[config.mk]
export PLATFORM = sky130hd
export DESIGN_NAME = uart_tx_arbiter
export DESIGN_NICKNAME = d
export VERILOG_FILES = /design/src/rtl/uart_tx_arbiter.sv
export SDC_FILE = /design/constraint.sdc
export NUM_CORES = 1
export LEC_CHECK = 0
export BUFFER_PORTS_ARGS = -buffer_cell sky130_fd_sc_hd__buf_2
export CORE_ASPECT_RATIO = 1.75
export CORE_MARGIN = 2
export CORE_UTILIZATION = 30
export CTS_BUF_LIST = sky130_fd_sc_hd__clkbuf_2
export DETAILED_ROUTE_END_ITERATION = 7
export MAX_ROUTING_LAYER = met4
export PLACE_DENSITY = 0.45
export SYNTH_ARGS = -nofsm -noshare
export SYNTH_HDL_FRONTEND = slang
export SYNTH_SLANG_ARGS = --single-unit
[constraint.sdc]
create_clock -name clk -period 3.97 [get_ports clk]
set_clock_uncertainty 0.05 [all_clocks]
set_input_delay 0.794 -clock clk [delete_from_list [all_inputs] [get_ports clk]]
set_output_delay 0.794 -clock clk [all_outputs]
set_load 0.01 [all_outputs]
[src/rtl/uart_tx_arbiter.sv]
// uart_tx_arbiter: packet-level round-robin arbiter sharing one UART TX byte
// channel among NUM_CH requesters. A grant lasts for a whole packet (until a
// byte with last=1 transfers), an optional channel-ID header byte leads each
// packet, and a watchdog drops ownership when the owner stalls mid-packet.
//
// state | meaning
// ------+---------------------------------------------------------------
// IDLE  | no owner; arbitrate among req_valid_i starting after ptr
// HDR   | owner chosen; present HEADER_BASE | ptr until tx accepts it
// DATA  | owner's byte stream forwarded to tx; ends on last or timeout
`timescale 1ns/1ps

module uart_tx_arbiter #(
    parameter int          NUM_CH      = 4,
    parameter bit          ADD_HEADER  = 1'b1,
    parameter logic [7:0]  HEADER_BASE = 8'hA0,
    parameter logic [31:0] TIMEOUT     = 32'd1000
) (
    input  logic                  clk,
    input  logic                  rst_n,
    input  logic [NUM_CH-1:0]     req_valid_i,
    input  logic [NUM_CH*8-1:0]   req_data_i,
    input  logic [NUM_CH-1:0]     req_last_i,
    output logic [NUM_CH-1:0]     req_ready_o,
    output logic                  tx_valid_o,
    output logic [7:0]            tx_data_o,
    input  logic                  tx_ready_i,
    output logic [NUM_CH-1:0]     grant_o,
    output logic                  busy_o,
    output logic                  abort_o
);

    localparam int PW = (NUM_CH > 1) ? $clog2(NUM_CH) : 1;

    typedef enum logic [1:0] {
        IDLE = 2'd0,
        HDR  = 2'd1,
        DATA = 2'd2
    } state_t;

    state_t            state;
    logic [PW-1:0]     ptr;        // last granted channel; also current owner index
    logic [NUM_CH-1:0] grant;
    logic [31:0]       wdog_cnt;
    logic              abort;

    logic [7:0]        ch_data [NUM_CH];
    logic              g_valid;
    logic              g_last;
    logic [7:0]        g_data;

    logic              sel_found;
    logic [PW-1:0]     sel_idx;
    logic [PW-1:0]     cand;

    // Unpack the flat data bus into per-channel bytes
    for (genvar k = 0; k < NUM_CH; k++) begin : g_unpack
        assign ch_data[k] = req_data_i[8*k +: 8];
    end

    // The owner is always ptr once a grant is made, so ptr doubles as the mux select
    assign g_valid = req_valid_i[ptr];
    assign g_last  = req_last_i[ptr];
    assign g_data  = ch_data[ptr];

    // Round-robin search: scan from the farthest offset down so the nearest
    // requester after ptr is the one left in sel_idx
    always_comb begin
        sel_found = 1'b0;
        sel_idx   = '0;
        cand      = '0;
        for (int off = NUM_CH; off >= 1; off--) begin
            cand = PW'((int'(ptr) + off) % NUM_CH);
            if (req_valid_i[cand]) begin
                sel_found = 1'b1;
                sel_idx   = cand;
            end
        end
    end

    // Packet FSM with grant register, round-robin pointer and stall watchdog
    always_ff @(posedge clk) begin
        if (!rst_n) begin
            state    <= IDLE;
            grant    <= '0;
            ptr      <= PW'(NUM_CH - 1);
            wdog_cnt <= '0;
            abort    <= 1'b0;
        end else begin
            abort <= 1'b0;
            case (state)
                IDLE: begin
                    wdog_cnt <= '0;
                    if (sel_found) begin
                        grant <= NUM_CH'(1) << sel_idx;
                        ptr   <= sel_idx;
                        state <= ADD_HEADER ? HDR : DATA;
                    end
                end
                HDR: begin
                    wdog_cnt <= '0;
                    if (tx_ready_i) begin
                        state <= DATA;
                    end
                end
                DATA: begin
                    if (g_valid) begin
                        // Any valid cycle, including backpressured ones, proves the owner is alive
                        wdog_cnt <= '0;
                        if (tx_ready_i && g_last) begin
                            state <= IDLE;
                            grant <= '0;
                        end
                    end else if (TIMEOUT != 32'd0) begin
                        if (wdog_cnt + 32'd1 == TIMEOUT) begin
                            // ptr keeps the stalled owner so it drops to lowest priority
                            abort    <= 1'b1;
                            state    <= IDLE;
                            grant    <= '0;
                            wdog_cnt <= '0;
                        end else begin
                            wdog_cnt <= wdog_cnt + 32'd1;
                        end
                    end
                end
                default: begin
                    state <= IDLE;
                    grant <= '0;
                end
            endcase
        end
    end

    // Datapath steering; tx_valid_o follows state and owner valid only, never tx_ready_i
    always_comb begin
        tx_valid_o  = 1'b0;
        tx_data_o   = '0;
        req_ready_o = '0;
        case (state)
            HDR: begin
                tx_valid_o = 1'b1;
                tx_data_o  = HEADER_BASE | 8'(ptr);
            end
            DATA: begin
                tx_valid_o       = g_valid;
                tx_data_o        = g_data;
                req_ready_o[ptr] = tx_ready_i;
            end
            default: begin
                tx_valid_o  = 1'b0;
                tx_data_o   = '0;
                req_ready_o = '0;
            end
        endcase
    end

    assign grant_o = grant;
    assign busy_o  = (state != IDLE);
    assign abort_o = abort;

endmodule

======== Word level (Yosys, flattened, before mapping) ========
Index checks and enable logic that the tools add are counted.
cells by class
  $add $sub $neg .......................... 5
  $lt $le $gt $ge ......................... 7
  equal/unequal tests ..................... 7
  muxes and demuxes ....................... 43
  shifts and indexed selects .............. 1
  bitwise gates (word level) .............. 5
  reduce and logical (&&, ||, !) cells .... 10
operators by type and width
  kind                     number
  $mux W32                 2
  $pmux W32 S2             1
  $add A32 B1 Y32 const B  1
  $eq A32 B10 Y1 const B   1
  $mux W4                  5
  $mux W2                  9
  $bmux W8 S2              1
  $mux W8                  2
  $pmux W8 S2              1
  $lt A2 B3 Y1 const B     5
  $bmux W1 S2              6
  $mux W1                  12
  $pmux W4 S3              1
  $reduce_and A4 Y1        2
  $ne A3 B3 Y1 const B     2
  $pmux W2 S3              1
  $add A2 B1 Y2 const B    2
  $add A2 B2 Y2 const B    2
  $and A4 B4 Y4            1
  $ne A2 B2 Y1 const B     2
  $reduce_bool A2 Y1       2
  $shl A1 B2 Y4 const A    1
  $ge A3 B3 Y1 const B     1
  $not A1 Y1               3
  other kinds (11)         12
storage, ports and cells
  output and inout bits ................... 19
  input port bits ......................... 43
  logic and storage cells ................. 83
  register bits after elaboration ......... 41

======== Depth between registers and ports, before layout ========
  depth after elaboration ................. 10
  mapped depth ............................ 12
  gate-level depth less buffers ........... 9

======== Worst setup path after synthesis ========
Ideal clock, no wire load.
  kind .................................... flip-flop to flip-flop
  start ................................... register wdog_cnt[0]
  end ..................................... register wdog_cnt[27]
  period minus slack after synthesis ...... 3.244 ns
  required time ........................... 3.790 ns
  arrival time ............................ 3.064 ns
  path buffers ............................ 3
  library setup time ...................... 0.130 ns
  stages on the path, launching flop included .. 13
  slack ................................... 0.726 ns
  cells stage by stage .................... dfxtp_1 > ha_1 > nand3_2 > or4_1 > buf_2 > o31a_1 > a211oi_2 > nand4bb_1 > or4b_4 > buf_6 > buf_6 > a32oi_1 > o41ai_1
between the ends
  cells in the longest elaborated chain, start to end .. 5
ends and longest elaborated chain
  item                    RTL line  RTL
  from (decl)             44        logic [31:0] wdog_cnt;
  from (signal assigned)  122       wdog_cnt <= wdog_cnt + 32'd1;
  $add A32 B1 Y32 (*)     115, 122
  $eq A32 B10 Y1          115       if (wdog_cnt + 32'd1 == TIMEOUT) begin
  $mux W32 (*)            115
  $mux W32 (*)            107       if (g_valid) begin
  $pmux W32 S2 (*)        91        case (state)
Mark *: on every way between the ends. The rest lies on a longest branch, timed or not.
A chain may end at the register's enable or synchronous reset.

======== Final worst setup path ========
  start ................................... register wdog_cnt[0]
  end ..................................... register wdog_cnt[19]
The elaborated chain is that of the path after synthesis.

==> impl_metrics.yaml <==
run_status:
  status: "finished clean"
clock_network:
  htree_levels: 2
  cts.sinks: 41
  cts.clk_slew.worst_paths_ns: 0.25
  cts_tree: "yes"
  cts_buffers: 5
  clockRootBuffer: "clkbuf_2"
  clkLatencyLatePin_ns: 0.45
  cts_buffer_depth: 2
worst_hold_path:
  hold_end: "grant_o[3]"
  hold_path_startpoint: "grant_o[3]"
  worstHoldPathCells: 2
  hold_class: "reg -> reg"
die:
  fp.dieArea_um2: 12700
  die_h_um: 148
  initial_core_util_pct: 30.7
  std_cell_rows: 52
  core_area_um2: 11500
  die_w_um: 86.1
  io_pins: 62
route:
  dr.pass1.iters: 4
  drcViolationCount: 0
  viasPerCell: 5.82
  vias: 3708
  first_iter_violations: 158
  ant_nets: 0
  wirelength_mm: 11.9
  post_drt_wl_per_cell_um: 18.7
setup_path:
  cp.buffers_inverters: 1
  worst-path-max-fanout: 21
  cp_cell_sequence: "ha_1 > nand3_2 > or4_4 > o31a_1 > a211oi_2 > nand4bb_1 > or4b_4 > nand3_1 > buf_12 > o311ai_0"
  ff2ff_setup_slack_ns: 0.32
  r2r_cells: 10
  crit_arrival_ns: 3.95
  crit_slowest_cell: "or4b_4"
  r2r-start: "wdog_cnt[0]"
  path_class: "reg -> reg"
  worstPathRequired_ns: 4.27
  r2r_end: "wdog_cnt[19]"
  critPathTopFamily: "simple AND/OR/NAND/NOR gates"
  max_stage_delay_ns: 0.67
  cp-start-kind: "flop"
  endpoint_kind: "flop"
synth:
  ys_ff_latch: 41
  synth_top_cell_by_area: "dfxtp_1"
  muxShareOfSynthArea_pct: 11.2
  avgSynthCellArea_um2: 7.84
  synth_top_flop_cell: "dfxtp_1"
  synth-simple-area-share_pct: 33.7
  synth.net_count: 503
  seq_area_frac_synth_pct: 23.2
  synthAdderAreaFrac_pct: 3.18
  synth_top_area_share_pct: 23.2
  synthXorXnorAreaFrac_pct: 3.22
  yosysWarnings: 0
  async_flop_share_pct: 0
  yosysUniqueCellTypes: 62
  synth_edf_count: 0
  synth_common_cells: "nand2_1 (54), dfxtp_1 (41), nand4_1 (27)"
  yosys-top-cells-area: "dfxtp_1 (23%), mux4_2 (5.7%), nand2_1 (5.7%), nand4_1 (4.8%), mux2i_1 (4.5%)"
  syn_area_um2: 3540
  synthCells: 451
  synth_compound_area_share_pct: 18.3
  synth_top_family_by_area: "simple AND/OR/NAND/NOR gates"
  yosysMostFrequentCell: "nand2_1"
power_and_ir_drop:
  power.leakage_nw: 1.46
  powerDensity_nw_per_um2: 318
  peakVddDrop_uv: 275
place:
  gp_congestion: 0.943
  placedInstanceArea_um2: 3990
  hpwl_mm: 9.08
  io_buffers: 61
timing:
  maxSlewHeadroom_pct: 24.8
  finalSetupTns_ns: 0
  grt_setup_unrepaired: "false"
  final_max_slew_viol_count: 0
  max_freq_ghz: 0.274
  setup_viol: 0
  max_slew.worst_pin.slew_ns: 1.13
  hold_viol: 0
  fin_crit_sh_pct: 91.8
  finalCriticalPeriod_ns: 3.65
run:
  max-cap-violations: 0
grt:
  antenna_found_initial: 1
  grt_pass1_wl_mm: 18.9
  track_usage_pct: 19.5
  first_global_vias: 3712
  overflow: 0
  grt_max_degree: 29
final_layout:
  drive_above_1_share_pct: 23.4
  finalInstanceArea_um2: 4040
  layout-area-overhead-vs-synth_pct: 14.3
  final_nets: 552
  fill_cells: 1235
sequential cells by signal, summed over array words and instances (netlist names):
| signal | count |
|---|---|
| wdog_cnt | 32 |
| abort_o | 1 |
| state | 2 |
| ptr | 2 |
| grant_o | 4 |
per-layer routing:
layer  routed length, um  share of wire [%]  up-vias  track usage (%)
li1                    -                  -     1798                -
met1                4170                 35     1751             19.2
met2                6770                 57      129             37.5
met3                 462                3.9       30             1.56
met4                 480                4.0        0             8.89
met5                   0                  0        -                -
placed cells by master, fill, tap and decap left out, types with 3 or more instances in the layout:
cell type,Yosys,layout
or4_1,5,4
nand2b_1,4,4
o21ai_0,19,19
o41a_1,3,3
clkbuf_2,0,5
nor2_1,13,13
nor2b_1,8,8
and4_1,3,3
mux4_2,9,9
o31ai_1,5,5
xnor2_1,9,9
nand3_1,22,22
a32oi_1,4,4
ha_1,9,9
nor4_1,9,9
buf_4,2,20
and2_1,13,13
nor3_1,12,12
o211ai_1,5,5
inv_1,17,17
nand4_1,27,27
a31oi_1,3,3
and3_1,19,19
mux2_2,3,3
o22ai_1,9,9
or3_1,7,7
a41oi_1,10,10
or2_2,6,6
buf_2,13,61
xor2_1,4,4
a21oi_1,9,9
nand2_1,54,54
mux2i_1,16,16
dfxtp_1,41,41
worst register-to-register path, cell delays in order (launching register included):
cell and delay, ns:
dfxtp_1 0.49, ha_1 0.25, nand3_2 0.19, or4_4 0.61, o31a_1 0.35, a211oi_2 0.27
nand4bb_1 0.13, or4b_4 0.67, nand3_1 0.22, buf_12 0.20, o311ai_0 0.14
kinds of logic after synthesis:
logic type,Yosys count
multiplexers,28
flip-flops,41
AND/OR/NAND/NOR,213
XOR/XNOR,13
buffers and inverters,58
adder cells (fa/ha/maj),9
AO/OA/AOI/OAI,89
layout make-up:
cell class	count	area [um^2]	share of cell area, %
well taps	135	169	4.18
multi-input cells	352	2460	60.9
clock inverters	3	17.5	0.434
diodes	1	2.50	0.0619
inverters	18	67.6	1.67
flip-flops and latches	41	821	20.3
clock buffers	5	25.0	0.619
repair buffers	82	475	11.8
where the power goes:
part | internal [mW] | total [mW] | switching, mW
combinational | 0.279 | 0.617 | 0.338
sequential | 0.443 | 0.459 | 0.0161
clock | 0.0410 | 0.209 | 0.168
how the worst max path moves through the flow:
stage | from | to | slack [ns] | cells past startpoint
detailed placement | wdog_cnt[0] | wdog_cnt[19] | 0.24 | 10
global placement | wdog_cnt[0] | wdog_cnt[19] | 0.28 | 10
floorplan | wdog_cnt[0] | wdog_cnt[27] | 0.73 | 12
finish | wdog_cnt[0] | wdog_cnt[19] | 0.32 | 10
global route | wdog_cnt[0] | wdog_cnt[19] | 0.13 | 10
CTS | wdog_cnt[0] | wdog_cnt[19] | 0.22 | 10
through the flow:
step	worst slack (ns)	hold slack [ns]	total power [mW]	instances	utilization [%]
2_1_floorplan	0.726	0.419	0.913	451	-
3_5_place_dp	0.238	0.400	1.09	628	34.7
5_1_grt	0.128	0.450	1.38	637	35.1
4_1_cts	0.218	0.427	1.30	636	35.0
3_3_place_gp	0.284	0.397	1.08	628	34.7
6_report	0.325	0.423	1.28	637	35.1
repair_timing:
| action | 4_1_cts | 5_1_grt |
|---|---|---|
| hold endpoints to repair | 0 | 0 |
| endpoints found under the setup margin | 0 | 2 |
| buffers inserted | 0 | 0 |
| gates resized for setup | 0 | 1 |
| hold buffers | 0 | 0 |
(Power assumes the default switching activity.)
